File: src/rtl/pwm_duty_ramp.sv
// rtl/pwm_duty_ramp.sv - slew-rate limited duty ramp between the command path and the PWM stage
module pwm_duty_ramp #(
  parameter int STEP_CYCLES = 50000,
  parameter int STEP        = 1,
  parameter int MAX_DUTY    = 100
) (
  input  logic       clk,
  input  logic       reset,
  input  logic       cmd_valid,
  input  logic [7:0] cmd_duty,
  output logic       cmd_ready,
  input  logic       estop,
  output logic [7:0] duty_cycle,
  output logic       at_target,
  output logic       busy,
  output logic       clamp_err
);

  localparam int CW = (STEP_CYCLES > 1) ? $clog2(STEP_CYCLES) : 1;
  localparam logic [CW-1:0] CNT_MAX = CW'(STEP_CYCLES - 1);
  localparam logic [8:0] STEP9 = 9'(STEP);
  localparam logic [7:0] MAX8  = 8'(MAX_DUTY);

  typedef enum logic [1:0] {IDLE, LOAD, RAMP} state_t;

  state_t        state, state_next;
  logic [CW-1:0] cnt;
  logic [7:0]    target;
  logic [7:0]    cmd_buf;
  logic [7:0]    target_load;
  logic [7:0]    duty_step;
  logic [7:0]    duty_next;
  logic [8:0]    duty9, target9, up_sum, down_floor;
  logic          accept, tick, clamp_hit;

  assign accept      = cmd_valid && cmd_ready;
  assign tick        = (state == RAMP) && (cnt == CNT_MAX);
  assign clamp_hit   = (cmd_buf > MAX8);
  assign target_load = clamp_hit ? MAX8 : cmd_buf;
  assign duty9       = {1'b0, duty_cycle};
  assign target9     = {1'b0, target};
  assign up_sum      = duty9 + STEP9;
  assign down_floor  = target9 + STEP9;

  // 9-bit arithmetic so a step can never wrap past the target in either direction
  always_comb begin
    duty_step = duty_cycle;
    if (duty_cycle < target) begin
      duty_step = (up_sum >= target9) ? target : up_sum[7:0];
    end else if (duty_cycle > target) begin
      duty_step = (duty9 <= down_floor) ? target : duty_cycle - STEP9[7:0];
    end
  end

  assign duty_next = tick ? duty_step : duty_cycle;

  always_ff @(posedge clk) begin
    if (reset || estop) begin
      state <= IDLE;
    end else begin
      state <= state_next;
    end
  end

  always_comb begin
    state_next = state;
    case (state)
      IDLE: if (accept) state_next = LOAD;
      LOAD: state_next = (target_load != duty_cycle) ? RAMP : IDLE;
      RAMP: begin
        if (accept) begin
          state_next = LOAD;
        end else if (duty_next == target) begin
          state_next = IDLE;
        end
      end
      default: state_next = IDLE;
    endcase
  end

  always_comb begin
    cmd_ready = !estop && (state != LOAD);
    busy      = (state == RAMP);
    at_target = (duty_cycle == target) && (state != LOAD);
  end

  always_ff @(posedge clk) begin
    if (reset || estop) begin
      duty_cycle <= 8'd0;
      target     <= 8'd0;
      cnt        <= '0;
      clamp_err  <= 1'b0;
      cmd_buf    <= 8'd0;
    end else begin
      clamp_err <= 1'b0;
      if (accept) begin
        cmd_buf <= cmd_duty;
      end
      case (state)
        LOAD: begin
          target    <= target_load;
          clamp_err <= clamp_hit;
          cnt       <= '0;
        end
        RAMP: begin
          // a retarget preempts the step; the new ramp starts from the present duty
          if (accept) begin
            cnt <= '0;
          end else begin
            cnt        <= tick ? '0 : cnt + CW'(1);
            duty_cycle <= duty_next;
          end
        end
        default: cnt <= '0;
      endcase
    end
  end

endmodule

File: config.mk
export PLATFORM = sky130hd
export DESIGN_NAME = pwm_duty_ramp
export DESIGN_NICKNAME = d
export VERILOG_FILES = /design/src/rtl/pwm_duty_ramp.sv
export SDC_FILE = /design/constraint.sdc
export NUM_CORES = 1
export LEC_CHECK = 0
export ABC_AREA = 1
export ABC_CLOCK_PERIOD_IN_PS = 3600
export CAP_MARGIN = 20
export CORE_MARGIN = 2
export CORE_UTILIZATION = 56
export DETAILED_ROUTE_END_ITERATION = 8
export GPL_ROUTABILITY_DRIVEN = 0
export PLACE_DENSITY = 0.84
export RECOVER_POWER = 50
export SLEW_MARGIN = 5
export SYNTH_ARGS = -nofsm -noshare
export SYNTH_HDL_FRONTEND = slang
export SYNTH_SLANG_ARGS = --single-unit
export TNS_END_PERCENT = 5
File: constraint.sdc
create_clock -name clk -period 3.6 [get_ports clk]
set_input_delay 1.08 -clock clk [delete_from_list [all_inputs] [get_ports clk]]
set_output_delay 1.08 -clock clk [all_outputs]
set_load 0.05 [all_outputs]
* After elaboration in Yosys (flattened, before gate mapping)
Index checks and enable logic that the tools add are counted.
** Word-level totals
- Input port bits :: 12
- Logic and storage cells :: 49
- Output and inout bits :: 12
- Register bits after elaboration :: 43
** Cells by class
- Muxes and demuxes :: 11
- Add/subtract/negate cells :: 4
- $lt $le $gt $ge :: 5
- Reductions and logical operators :: 11
- Equality and inequality tests :: 9
- Bitwise operators :: 3
** Operator list (number)
- $mux W8 :: 6
- $add A8 B1 Y9 const B :: 2
- $add A16 B1 Y16 const B :: 1
- $eq A16 B16 Y1 const B :: 1
- $eq A8 B8 Y1 :: 2
- $ge A9 B8 Y1 :: 1
- $le A8 B9 Y1 :: 1
- $gt A8 B7 Y1 const B :: 1
- $gt A8 B8 Y1 :: 1
- $lt A8 B8 Y1 :: 1
- $mux W2 :: 4
- $ne A8 B8 Y1 :: 1
- $sub A8 B1 Y8 const B :: 1
- $pmux W2 S3 :: 1
- $logic_and A1 B1 Y1 :: 4
- $reduce_and A2 Y1 :: 2
- $reduce_or A4 Y1 :: 1
- $ne A3 B1 Y1 const B :: 1
- $not A1 Y1 :: 3
- $eq A2 B1 Y1 const B :: 1
- $eq A2 B2 Y1 const B :: 1
- $logic_not A2 Y1 :: 1
- $ne A2 B1 Y1 const B :: 1
- $ne A2 B2 Y1 const B :: 1
- other kinds (3) :: 3

* Longest topological paths before layout
- Word-level depth :: 10
- Depth in mapped cells :: 26
- Gate-level depth less buffers :: 25

* Worst setup path before layout
No wires, ideal clock.
- Path kind :: reg-to-output
- From :: register duty_cycle[0]
- To :: output at_target
- Cell stages (with the launch flop) :: 8
- Arrival :: 2.784 ns
- Slack :: -0.264 ns
- Cells stage by stage :: dfxtp_1 -> clkinv_1 -> ha_1 -> nor2_1 -> nand2_1 -> nor3_2 -> inv_2 -> nor2_1
** Between the ends
- Cells in the longest elaborated chain, start to end :: 2
** Ends and longest elaborated chain
- start: declaration :: line 13 : output logic [7:0] duty_cycle,
- start signal: assignment :: line 111 : duty_cycle <= duty_next;
- $eq A8 B8 Y1 :: line 84 : at_target = (duty_cycle == target) && (state != LOAD);
- $logic_and A1 B1 Y1 :: line 84
- end: declaration :: line 14 : output logic at_target,
Every way passes these cells.

* Worst setup path after layout
- From :: register target[2]
- To :: output at_target
** Between the ends
- Cells in the longest elaborated chain, start to end :: 2
** Ends and longest elaborated chain
- start: declaration :: line 28 : logic [7:0] target;
- start signal: assignment :: line 101 : target <= target_load;
- $eq A8 B8 Y1 :: line 84
- $logic_and A1 B1 Y1 :: line 84
Every way passes these cells.

==> flow_metrics.tcl <==
set metrics [dict create \
    synthSimpleGateAreaFrac_pct 38.4 \
    drtIter0Drc 299 \
    synth-compound-area-share_pct 11.7 \
    multiInputGateArea_um2 2360 \
    grt_remaining_overflow 0 \
    drv_slew 0 \
    nets 614 \
    critPathBufInv 3 \
    vias 3731 \
    critPathKind "register to output port" \
    dp.final_hpwl_um 7270 \
    vdd_drop_max_mv 0.343 \
    start_util_pct 57.3 \
    final_cell_mix "nand2_1 (129), inv_1 (66), nand3_1 (58)" \
    critical_path.cell_chain "inv_1 > ha_1 > nand2_1 > nor2_1 > nand2_1 > nor3_2 > inv_2 > nor2_2 > buf_12" \
    p_total_mw 0.908 \
    die_w_um 84.4 \
    drive_above_1_share_pct 9.22 \
    crit_fanout 7 \
    ys_seq_area_share_pct 23.8 \
    path_delay_family "simple AND/OR/NAND/NOR gates" \
    r2r_slack_ps 350 \
    p_sw_mw 0.246 \
    final_cells 652 \
    hold_class "register to register" \
    synth_area_um2 3620 \
    setup_violations 0 \
    synth_nets 586 \
    cts_max_level 2 \
    power_frac_comb_pct 13.2 \
    p_per_area_nw_per_um2 226 \
    max_slew_margin_pct 55.5 \
    grt_pass1_wl_um 16000 \
    netlist_instances 546 \
    cts_buffers 5 \
    ys_warn_count 0 \
    fin_crit_ps 3310 \
    path_depth 9 \
    muxShareOfSynthArea_pct 0 \
    avgViaCountPerCell 5.72 \
    skew_ps 11.2 \
    row_count 29 \
    final-seq-area_um2 862 \
    ctsHoldBuffers 0 \
    clock_path_buffers 2 \
    io_pins 24 \
    n_fill_cell 619 \
    drc_errors 0 \
    cts_root_buf "clkbuf_8" \
    required_ps 2520 \
    cp_slowest_cell "dfxtp_1" \
    fin_crit_sh_pct 91.9 \
    avgSynthCellArea_um2 6.62 \
    io_buffer_count 23 \
    holdPathStages 2 \
    wirelength_um 9200 \
    die_h_um 84.4 \
    tightest_slew_ps 666 \
    synth_cell_types 40 \
    use_met1_pct 34.8 \
    r2r.worst_path.cells 22 \
    rsz0062_at_grt "no" \
    post-place-ws_ps 385 \
    n_antenna_cell 0 \
    synth_xor_xnor_area_share_pct 5.33 \
    status "complete, no violations" \
    p_seq_share_pct 53.2 \
    sw_frac_of_total_pct 27.1 \
    clk_latency_ps 300 \
    cp-end-kind "output port" \
    tns_ps 0 \
    intPower_mw 0.662 \
    slowest_delay_ps 520 \
    dp_cells 644 \
    ys_seq_elements 43 \
    cp-start-kind "register" \
    clk_pin_slew_ps 80 \
    design_area_um2 4010 \
    dpl_cell_area_um2 3930 \
    max_cap_violations 0 \
    ant_nets 0 \
    finalHoldViolations 0 \
    mostFrequentLayoutCell "nand2_1" \
    met2_usage_pct 45.4 \
    p_leak_nw 1.90 \
    wire_per_inst_um 14.1 \
    groute.layer.met3.usage_pct 4.03 \
    grt_max_degree 18 \
    cts_sinks 43 \
    synthAdderAreaFrac_pct 9.69 \
    grt.total_usage_pct 27.1 \
    drt-pass1-iter-count 5 \
    fmax_mhz 302 \
    cp.arrival_ps 2230 \
    cp_common_cell "nand2_1" \
    syn_to_final_growth_pct 11.0 \
    grt-busiest-layer "met2" \
    cts_resized 0 \
    core-area_um2 6310 \
    setup_slack_ps 293 \
    cts_setup_buffers 0 \
    antenna_found_initial 0 \
    synth_top_family_by_area "simple AND/OR/NAND/NOR gates" \
    clkPwrFrac_pct 33.6 \
    cts_tree "done" \
    dieArea_um2 7120 \
    grt_pass1_vias 3620 \
]
## flip-flops by register name (all words and copies together), names as in the netlist
signal,flops
cnt,16
cmd_buf,8
duty_cycle,8
target,8
state,2
clamp_err,1
## area by class of cell
| cell class | count | area share, % |
|---|---|---|
| well taps | 77 | 2.40 |
| multi-input cells | 416 | 58.8 |
| flip-flops and latches | 43 | 21.5 |
| inverters | 74 | 7.11 |
| clock buffers | 6 | 1.81 |
| repair buffers | 34 | 8.11 |
| clock inverters | 2 | 0.312 |
## cells by family (layout without fill, tap and decap cells)
kind of cell / Yosys count / count (layout)
adders and majority gates: 28 / 28
xor gates and xnor gates: 22 / 22
and+or+nand+nor: 287 / 287
DFF: 43 / 43
buffers and inverters: 87 / 116
AOI/OAI and AO/OA: 79 / 79
## worst paths after layout
kind | endpoint | startpoint
max | at_target | target[2]
min | cmd_buf[7] | cmd_buf[7]
max reg2reg | state[1] | target[0]
min reg2reg | cmd_buf[7] | cmd_buf[7]
## worst reg2reg max path: cells and delay by family, from the launching register on
kind / cells / cell delay [ps]
XOR/XNOR: 1 / 140
adder cells (fa/ha/maj): 2 / 560
AND/OR/NAND/NOR: 16 / 1470
flip-flops: 1 / 470
AO/OA/AOI/OAI: 2 / 270
buffers and inverters: 1 / 230
## cells in the mapped netlist (all sizes together)
library cell   number  area (um2)
nand3              63         355
dfxtp              43         861
nand3b              2        15.0
nor3                8        45.0
buf                 8        71.3
a21oi              44         224
clkinv              2        7.51
nand2             139         554
a21o                3        22.5
o21a                2        15.0
inv                72         278
nand4              19         119
o211ai              1        7.51
a211oi              1        7.51
clkbuf              4        35.0
nor3b               2        15.0
clkdlybuf4s15       1        10.0
o21ai              25         125
o21bai              1        7.51
nor4                3        33.8
ha                 28         350
nor2               50         245
o22ai               2        12.5
xnor2               2        17.5
or2                 1        6.26
xor2               20         175
## metal layers
metal	share of wire (%)	routed length, um	vias to the layer above
li1	-	-	1848
met1	43	3980	1707
met2	47	4280	150
met3	7.4	680	26
met4	2.8	261	0
met5	0	0	-
## power groups by stage
stage | Sequential [mW] | Combinational (mW) | Clock (mW)
detailed placement | 0.494 | 0.119 | 0
global placement | 0.494 | 0.117 | 0
floorplan | 0.494 | 0.0817 | 0
global route | 0.484 | 0.133 | 0.328
CTS | 0.483 | 0.120 | 0.309
finish | 0.483 | 0.120 | 0.305
## stage by stage
stage	utilization [%]	hold slack, ps
global placement	62.3	445
finish	63.6	467
floorplan	-	430
detailed placement	62.3	446
CTS	63.6	464
global route	63.6	504
No activity file was read; power rests on OpenSTA's default activity.
